===== src/rtl/trap_controller.sv =====
// Trap sequencer: captures SEPC/SCAUSE, flushes, redirects to the trap vector and returns on SRET.
// Optional nested-trap flag built only when TRAP_DOUBLE_FAULT_EN is defined.
module trap_controller #(
  parameter logic [14:0] TRAP_VECTOR   = 15'h1F00,
  parameter int unsigned FLUSH_CYCLES  = 2,
  parameter logic [14:0] RETURN_OFFSET = 15'd4,
  parameter int unsigned CNT_W         = 8
) (
  input  logic             clk,
  input  logic             reset,
  input  logic             exception_in,
  input  logic [14:0]      sepc_in,
  input  logic [63:0]      scause_in,
  input  logic             sret,
  output logic             flush,
  output logic             pc_redirect,
  output logic [14:0]      redirect_addr,
  output logic [14:0]      sepc_q,
  output logic [63:0]      scause_q,
  output logic             in_trap,
  output logic [CNT_W-1:0] trap_count,
  output logic             double_fault
);

  typedef enum logic [2:0] {
    S_IDLE,
    S_FLUSH,
    S_REDIRECT,
    S_HANDLER,
    S_RETURN
  } state_e;

  localparam logic [3:0] FLUSH_LOAD = 4'(FLUSH_CYCLES - 1);

  state_e            state_q, state_d;
  logic [3:0]        fcnt_q, fcnt_d;
  logic [14:0]       sepc_d;
  logic [63:0]       scause_d;
  logic [CNT_W-1:0]  trap_count_q, trap_count_d;

  assign trap_count = trap_count_q;

  always_comb begin
    state_d       = state_q;
    fcnt_d        = fcnt_q;
    sepc_d        = sepc_q;
    scause_d      = scause_q;
    trap_count_d  = trap_count_q;
    flush         = 1'b0;
    pc_redirect   = 1'b0;
    redirect_addr = '0;
    in_trap       = 1'b0;
    case (state_q)
      S_IDLE: begin
        if (exception_in) begin
          sepc_d   = sepc_in;
          scause_d = scause_in;
          if (trap_count_q != '1) trap_count_d = trap_count_q + CNT_W'(1);
          fcnt_d   = FLUSH_LOAD;
          state_d  = S_FLUSH;
        end
      end
      S_FLUSH: begin
        flush   = 1'b1;
        in_trap = 1'b1;
        if (fcnt_q == '0) state_d = S_REDIRECT;
        else              fcnt_d  = fcnt_q - 4'd1;
      end
      S_REDIRECT: begin
        flush         = 1'b1;
        in_trap       = 1'b1;
        pc_redirect   = 1'b1;
        redirect_addr = TRAP_VECTOR;
        state_d       = S_HANDLER;
      end
      S_HANDLER: begin
        in_trap = 1'b1;
        if (sret) state_d = S_RETURN;
      end
      S_RETURN: begin
        flush         = 1'b1;
        in_trap       = 1'b1;
        pc_redirect   = 1'b1;
        redirect_addr = sepc_q + RETURN_OFFSET;
        state_d       = S_IDLE;
      end
      default: state_d = S_IDLE;
    endcase
  end

  always_ff @(posedge clk) begin
    if (reset) begin
      state_q      <= S_IDLE;
      fcnt_q       <= '0;
      sepc_q       <= '0;
      scause_q     <= '0;
      trap_count_q <= '0;
    end else begin
      state_q      <= state_d;
      fcnt_q       <= fcnt_d;
      sepc_q       <= sepc_d;
      scause_q     <= scause_d;
      trap_count_q <= trap_count_d;
    end
  end

`ifdef TRAP_DOUBLE_FAULT_EN
  logic double_fault_q, double_fault_d;

  always_comb begin
    double_fault_d = double_fault_q;
    if (exception_in && (state_q == S_FLUSH || state_q == S_REDIRECT ||
                         state_q == S_HANDLER))
      double_fault_d = 1'b1;
  end

  always_ff @(posedge clk) begin
    if (reset) double_fault_q <= 1'b0;
    else       double_fault_q <= double_fault_d;
  end

  assign double_fault = double_fault_q;
`else
  assign double_fault = 1'b0;
`endif

endmodule


===== config.mk =====
export PLATFORM = sky130hd
export DESIGN_NAME = trap_controller
export DESIGN_NICKNAME = d
export VERILOG_FILES = /design/src/rtl/trap_controller.sv
export SDC_FILE = /design/constraint.sdc
export NUM_CORES = 1
export LEC_CHECK = 0
export BUFFER_PORTS_ARGS = -buffer_cell sky130_fd_sc_hd__buf_2
export CAP_MARGIN = 10
export CORE_MARGIN = 2
export CORE_UTILIZATION = 45
export DETAILED_ROUTE_END_ITERATION = 8
export HOLD_SLACK_MARGIN = 0.03
export MAX_ROUTING_LAYER = met4
export PLACE_DENSITY_LB_ADDON = 0.12
export SLEW_MARGIN = 10
export SYNTH_ARGS = -nofsm -noshare
export SYNTH_HDL_FRONTEND = slang
export SYNTH_SLANG_ARGS = --single-unit
export TNS_END_PERCENT = 10

===== constraint.sdc =====
create_clock -name clk -period 2.55 [get_ports clk]
set_clock_uncertainty 0.05 [all_clocks]
set_input_delay 0.765 -clock clk [delete_from_list [all_inputs] [get_ports clk]]
set_output_delay 0.765 -clock clk [all_outputs]
set_load 0.05 [all_outputs]

* Yosys cells after proc, flatten, opt, wreduce, memory -nomap -nowiden
Cells that the tools add are included.
** Word-level totals
- Bits of input ports :: 83
- Flip-flop bits (word level) :: 94
- Word-level logic and storage cells :: 38
- Output and inout bits :: 106
** Operators by class
- Reductions and logical operators :: 10
- Equality and inequality tests :: 9
- Multiplexer cells :: 11
- $add $sub $neg :: 3
** Operators with widths (number)
- case mux 15 bit (2 select lines) :: 1
- adder 15 x 3 -> 15 bit (second input constant) :: 1
- case mux 3 bit (4 select lines) :: 1
- two-way mux 3 bit :: 3
- AND reduction 3 bit :: 3
- adder 8 x 1 -> 8 bit (second input constant) :: 1
- two-way mux 4 bit :: 2
- != test 2 bit (second input constant) :: 4
- != test 8 bit (second input constant) :: 1
- case mux 4 bit (2 select lines) :: 1
- equality test 3 x 2 -> 1 bit (second input constant) :: 2
- zero test 4 bit :: 1
- OR reduction 4 bit :: 1
- subtractor 4 x 1 -> 4 bit (second input constant) :: 1
- equality test 3 x 1 -> 1 bit (second input constant) :: 1
- equality test 3 bit (second input constant) :: 1
- zero test 3 bit :: 1
- two-way mux 1 bit :: 3
- OR reduction 3 bit :: 1
- AND reduction 2 bit :: 1
- nonzero test 2 bit :: 1
- OR reduction 2 bit :: 1

* Depth between registers and ports, before layout
Gate-level depths: netlist of the first run.
- Depth in word-level cells :: 3
- Depth in mapped cells :: 6
- Gate-level depth less buffers :: 6

* Worst setup path after synthesis of the first run
No wires, ideal clock.
- Path type :: register to output
- Start point :: reg sepc_q[2]
- End point :: out redirect_addr[12]
- Required time :: 1735 ps
- Buffers on the path :: 0
- Stages on the path, launching flop included :: 6
- Arrival :: 2321 ps
- Slack :: -586 ps
- Path through :: dfxtp_1 > ha_1 > nand4_1 > nor4_1 > o21ai_0 > a21oi_1
** Between the ends
- Longest elaborated chain between the ends :: 2
** RTL lines
- start: declaration :: line 18 : output logic [14:0] sepc_q,
- start signal: assignment :: line 101 : sepc_q <= sepc_d;
- adder 15 x 3 -> 15 bit :: line 84 : redirect_addr = sepc_q + RETURN_OFFSET;
- case mux 15 bit (2 select lines) :: line 53 : case (state_q)
- end: declaration :: line 17 : output logic [14:0] redirect_addr,
No other way between the ends.

* Worst setup path in the final report of the first run
Same ends and word-level chain as after synthesis.

==> results.json, run 1 <==
{
  "fp.dieH_microns": 95.56,
  "dp_hpwl_microns": 6588,
  "period_share_pct": 101.4,
  "status": "complete, but fails checks",
  "synth-warning-count": 0,
  "violations": "setup timing",
  "worstSetupStartpointType": "flip-flop",
  "fill_cells": 747,
  "swShare_pct": 40.01,
  "pin_count": 189,
  "drt-initial-drc-count": 123,
  "start_util_pct": 46.14,
  "final_common_cell": "buf_2",
  "pre_cts_ws_ns": 0.01965,
  "internal_power_uw": 2305,
  "synth_top_area_cell": "dfxtp_1",
  "multi_input_area_sq_mm": 0.001877,
  "power.total_uw": 3842,
  "min_path_type": "flip-flop to flip-flop",
  "wl_met3_microns": 715,
  "place_area_sq_mm": 0.004896,
  "syn_area_sq_mm": 0.003772,
  "grt_pass1_wl_microns": 15270,
  "cts.clk_slew.worst_paths_ns": 0.10,
  "topRoutingLayerUsed": "met4",
  "cp_slowest_cell": "dfxtp_2",
  "final_cell_mix": "175 x buf_2, 167 x nand2_1, 86 x a21oi_1, 85 x dfxtp_1, 19 x buf_4",
  "ys_top_cells_by_area": "dfxtp_1 50%, nand2_1 17%, a21oi_1 12%",
  "arrival_ns": 1.77,
  "critPathCaptureType": "output port",
  "grt_setup_unrepaired": "yes",
  "clock_path_buffers": 2,
  "slew_viol_final": 0,
  "yosys.area.top_type_share_pct": 49.88,
  "cp_cell_sequence": "ha_4 -> nand4_1 -> buf_6 -> o31a_1 -> o21ai_2 -> a21oi_4 -> buf_6",
  "viasPerCell": 4.983,
  "min_period_ns": 2.585,
  "drt_pass1_iterations": 4,
  "die_area_sq_mm": 0.009132,
  "finalInstanceArea_sq_mm": 0.005221,
  "overflow": 0,
  "wl_per_cell_microns": 12.31,
  "comb_power_share_pct": 32.6,
  "synth-edff-count": 0,
  "tns_ns": -0.06658,
  "grt_max_degree": 83,
  "critPathRequiredTime_ns": 1.74,
  "finalSetupViolCount": 3,
  "clk_latency_ns": 0.35,
  "vias": 3897,
  "antenna_found_initial": 1,
  "fin_ws_ns": -0.03518,
  "wl_microns": 9625,
  "cts_tree": "yes",
  "synthesis.nets": 577,
  "wl_met1_microns": 4147,
  "drive_gt1_share_pct": 37.72,
  "seq_power_share_pct": 44.3,
  "maxSlewHeadroom_pct": 46.83,
  "core-area_sq_mm": 0.008175,
  "cts_root_buf": "clkbuf_8",
  "p_switching_uw": 1537,
  "critPathMaxStageDelay_ns": 0.36,
  "worst_pin_slew_ns": 0.7975,
  "cp_max_fo": 7,
  "hold_viol_final": 0,
  "dr_wl_met2_microns": 4631,
  "synth_cells": 490,
  "drc": 0,
  "ys_seq_area_share_pct": 49.88,
  "cts_hold_buf": 0,
  "worstSetupPathType": "flip-flop to output port",
  "nNetsFinal": 758,
  "layout.area.seq_sq_mm": 0.001893,
  "ys.flop_type": "dfxtp_1",
  "drv_cap": 0,
  "die_x_microns": 95.56,
  "areaGrowthSynthToFinish_pct": 38.41,
  "place.gp.congestion": 0.7918,
  "power.leakage_uw": 0.002317,
  "synth_cell_types": 38,
  "cts.sinks": 94,
  "syn_area_per_cell_sq_um": 7.699,
  "grt_usage_pct": 21.50,
  "antenna_left": 0,
  "num_rows": 33,
  "ys_async_sr_fraction_pct": 0,
  "port-buffer-count": 187,
  "yosys_register_bits": 94,
  "cts_buffers": 9,
  "clock.fmax_mhz": 386.8,
  "h-tree-depth": 3,
  "power_frac_clock_pct": 23.1,
  "powerDensity_mw_per_mm2": 735.8,
  "first_global_vias": 3511,
  "ir_drop_mv": 0.3997,
  "crit_top_cell": "buf_6"
}
==> state kept, by name, indices dropped and copies added, names as in the netlist <==
register    cells
state_q         3
trap_count      8
sepc_q         15
scause_q       64
fcnt_q          4
==> per-stage QoR <==
step           utilization (%)  instances  hold slack, ns
4_1_cts                  63.27        780          0.4088
3_5_place_dp             59.89        763          0.3948
5_1_grt                  63.87        782          0.4254
2_1_floorplan                -        490          0.4063
3_3_place_gp             59.89        763          0.3892
6_report                 63.87        782          0.4053
==> power groups by stage <==
stage,Clock [uW],Combinational (uW),Sequential [uW]
global route,968,1360,1720
CTS,913,1260,1700
finish,886,1250,1700
floorplan,0,509,2140
global placement,0,1230,1720
detailed placement,0,1240,1730
==> worst paths after layout <==
kind	startpoint	to	slack [ns]	depth (start not counted)
hold reg to reg	scause_q[20]	scause_q[20]	0.41	2
setup reg to reg	state_q[1]	trap_count[2]	0.43	4
setup / recovery	sepc_q[2]	redirect_addr[12]	-0.04	7
hold / removal	scause_q[20]	scause_q[20]	0.41	2
==> critical path: cells and delay by family (launching register included) <==
family,cells,cell delay (ns)
AO/OA/AOI/OAI,3,0.50
buffers and inverters,2,0.31
AND/OR/NAND/NOR,1,0.10
flip-flops,1,0.36
adder cells (fa/ha/maj),1,0.13
==> synthesized netlist by cell type, types with 4 or more instances <==
master / n
nand2_1: 167
dfxtp_1: 94
a21oi_1: 92
clkbuf_1: 21
nor2_1: 16
buf_1: 8
nand3_1: 8
o21ai_0: 8
nor3_1: 7
inv_1: 6
xnor2_1: 6
nand4_1: 5
ha_1: 4
or4_1: 4
xor2_1: 4
==> kinds of logic (layout without fill, tap and decap cells) <==
family / after synthesis / in the layout / share of synthesized area, %
xor gates and xnor gates: 10 / 10 / 2.322
adders and majority gates: 4 / 4 / 1.327
buffers and inverters: 38 / 224 / 4.113
muxes: 2 / 2 / 0.5307
other: 1 / 2 / 0.09941
and+or+nand+nor: 229 / 229 / 25.94
AOI/OAI and AO/OA: 112 / 112 / 15.79
DFF: 94 / 94 / 49.88
==> routing by layer <==
| metal | GRT usage [%] | up-vias |
|---|---|---|
| met5 | - | - |
| met4 | 8.452 | 0 |
| met3 | 6.166 | 14 |
| met2 | 34.85 | 125 |
| met1 | 25.16 | 1772 |
| li1 | - | 1986 |
==> what timing repair did <==
item | 4_1_cts | 5_1_grt
setup buffers | 1 | 1
pin swaps | 5 | 3
resized for setup | 32 | 12
setup endpoints to repair | 12 | 13
==> layout make-up <==
cell class | instances | area share, %
Clock buffer | 9 | 2.372
Sequential cell | 94 | 36.26
Clock inverter | 7 | 0.9346
Multi-Input combinational cell | 358 | 35.95
Timing Repair Buffer | 202 | 21.50
Antenna cell | 1 | 0.04793
Tap cell | 105 | 2.516
Inverter | 6 | 0.4313
Power figures use the tool's default switching activity.
==> run 2: changes to the inputs <==
--- a/config.mk
+++ b/config.mk
@@ -5,6 +5,7 @@
 export SDC_FILE = /design/constraint.sdc
 export NUM_CORES = 1
 export LEC_CHECK = 0
+export ABC_AREA = 0
 export BUFFER_PORTS_ARGS = -buffer_cell sky130_fd_sc_hd__buf_2
 export CAP_MARGIN = 10
 export CORE_MARGIN = 2
@@ -13,6 +14,7 @@
 export HOLD_SLACK_MARGIN = 0.03
 export MAX_ROUTING_LAYER = met4
 export PLACE_DENSITY_LB_ADDON = 0.12
+export RECOVER_POWER = 50
 export SLEW_MARGIN = 10
 export SYNTH_ARGS = -nofsm -noshare
 export SYNTH_HDL_FRONTEND = slang
==> results.json, run 2 (same netlist as run 1, synthesis figures left out) <==
{
  "rr_startpoint": "state_q[1]",
  "overflow": 0,
  "met2_usage_pct": 34.85,
  "rrSetupSlack_ns": 0.43,
  "comb_power_share_pct": 31.9,
  "pin_count": 189,
  "finalInstanceArea_sq_mm": 0.005099,
  "status": "complete, but fails checks",
  "place_area_sq_mm": 0.004896,
  "drt-initial-drc-count": 118,
  "place.gp.congestion": 0.7918,
  "min_from": "scause_q[11]",
  "min_period_ns": 2.586,
  "critPathRequiredTime_ns": 1.74,
  "arrival_ns": 1.77,
  "num_rows": 33,
  "worstSetupPathType": "flip-flop to output port",
  "core-area_sq_mm": 0.008175,
  "place_inst": 763,
  "drc": 0,
  "wl_per_cell_microns": 12.34,
  "swShare_pct": 40.42,
  "finalSetupViolCount": 2,
  "period_share_pct": 101.4,
  "port-buffer-count": 187,
  "cts.clk_slew.worst_paths_ns": 0.10,
  "antenna_found_initial": 1,
  "h-tree-depth": 3,
  "drv_cap": 0,
  "worst_pin_slew_ns": 0.9159,
  "wl_microns": 9647,
  "clock_path_buffers": 2,
  "die_area_sq_mm": 0.009132,
  "cts_hold_buf": 0,
  "grt_setup_unrepaired": "yes",
  "r2r_end": "trap_count[2]",
  "power.leakage_uw": 0.001975,
  "start_util_pct": 46.14,
  "areaGrowthSynthToFinish_pct": 35.16,
  "worstSetupStartpointType": "flip-flop",
  "drt_pass1_iterations": 4,
  "seq_power_share_pct": 44.9,
  "hold_viol_final": 0,
  "crit_path_start": "sepc_q[2]",
  "clk_latency_ns": 0.35,
  "largest-register": "scause_q",
  "final_cell_mix": "167 x nand2_1, 93 x buf_2, 86 x a21oi_1, 85 x dfxtp_1, 83 x clkbuf_1",
  "fin_ws_ns": -0.03621,
  "antenna_left": 0,
  "largest_reg_flops": 64,
  "clock.fmax_mhz": 386.7,
  "viasPerCell": 4.963,
  "vias": 3881,
  "min_path_type": "flip-flop to flip-flop",
  "dp_hpwl_microns": 6588,
  "power_frac_clock_pct": 23.3,
  "cts_root_buf": "clkbuf_8",
  "grt_busiest_layer": "met2",
  "tns_ns": -0.06533,
  "violations": "setup timing",
  "cts_buffers": 9,
  "final_common_cell": "nand2_1",
  "grt.met1_usage_pct": 25.16,
  "cts_tree": "yes",
  "p_switching_uw": 1536,
  "critPathCaptureType": "output port",
  "die_x_microns": 95.56,
  "internal_power_uw": 2265,
  "cp_max_fo": 7,
  "first_global_vias": 3511,
  "maxSlewHeadroom_pct": 38.29,
  "met3_usage_pct": 6.166,
  "ff2ff_path_depth": 4,
  "slew_viol_final": 0,
  "grt_pass1_wl_microns": 15270,
  "drive_gt1_share_pct": 25.30,
  "powerDensity_mw_per_mm2": 745.6,
  "grt_max_degree": 83,
  "grt_usage_pct": 21.50,
  "cts.sinks": 94,
  "cp-endpoint": "redirect_addr[12]",
  "ir_drop_mv": 0.3908,
  "nNetsFinal": 758,
  "fp.dieH_microns": 95.56,
  "final_cells": 782,
  "power.total_uw": 3802
}
-- run 2: changes by cell type in the layout (fill, tap and decap cells not counted), sizes merged --
cell	before	now
clkbuf	10	94
buf	201	117
-- run 2: what timing repair did --
| action | 4_1_cts | 5_1_grt |
|---|---|---|
| endpoints found under the setup margin | 12 | 13 |
| gates cloned | 0 | 0 |
| buffers inserted | 1 | 1 |
| gates resized for setup | 32 | 12 |
| hold endpoints to repair | 0 | 0 |
| pin swaps | 5 | 3 |
-- run 2: routing by layer --
metal	share of wire [%]	routed length, microns
met3	7.3	703
met1	43	4189
met4	1.3	130
met5	0	0
met2	48	4623
-- run 2: power by group through the flow --
| stage | Clock [uW] | Sequential, uW | Combinational, uW |
|---|---|---|---|
| final | 884 | 1710 | 1210 |
| after global routing | 968 | 1730 | 1310 |
| after CTS | 913 | 1700 | 1260 |
| after detailed placement | 0 | 1730 | 1240 |
| after global placement | 0 | 1720 | 1230 |
| after floorplan | 0 | 2140 | 509 |
-- run 2: worst min-delay path by stage --
stage / slack [ns] / to / depth (start not counted)
after floorplan: 0.41 / fcnt_q[3] / 2
after global placement: 0.39 / scause_q[34] / 2
after detailed placement: 0.39 / scause_q[20] / 2
after CTS: 0.41 / scause_q[20] / 2
after global routing: 0.43 / scause_q[30] / 2
final: 0.41 / scause_q[11] / 2
-- run 2: final cells by class --
cell class	count	area, sq um
fillers	800	3077
flip-flops and latches	94	1893
multi-input cells	358	1873
repair buffers	202	1003
well taps	105	131.4
clock buffers	9	123.9
clock inverters	7	48.80
inverters	6	22.52
diodes	1	2.502
-- run 2: worst max-delay path, cell delays in order, from the launching register on --
cell     delay [ns]
dfxtp_2        0.36
ha_4           0.13
nand4_1        0.10
buf_6          0.16
o31a_1         0.26
o21ai_2        0.17
a21oi_4        0.07
buf_6          0.15
-- run 2: stage by stage --
step / util [%] / worst slack (ns) / hold WS [ns]
floorplan: - / -0.1526 / 0.4063
global placement: 59.89 / 0.03468 / 0.3892
detailed placement: 59.89 / 0.01965 / 0.3948
CTS: 63.27 / -0.04133 / 0.4088
global route: 62.37 / -0.1327 / 0.4284
finish: 62.37 / -0.03621 / 0.4080
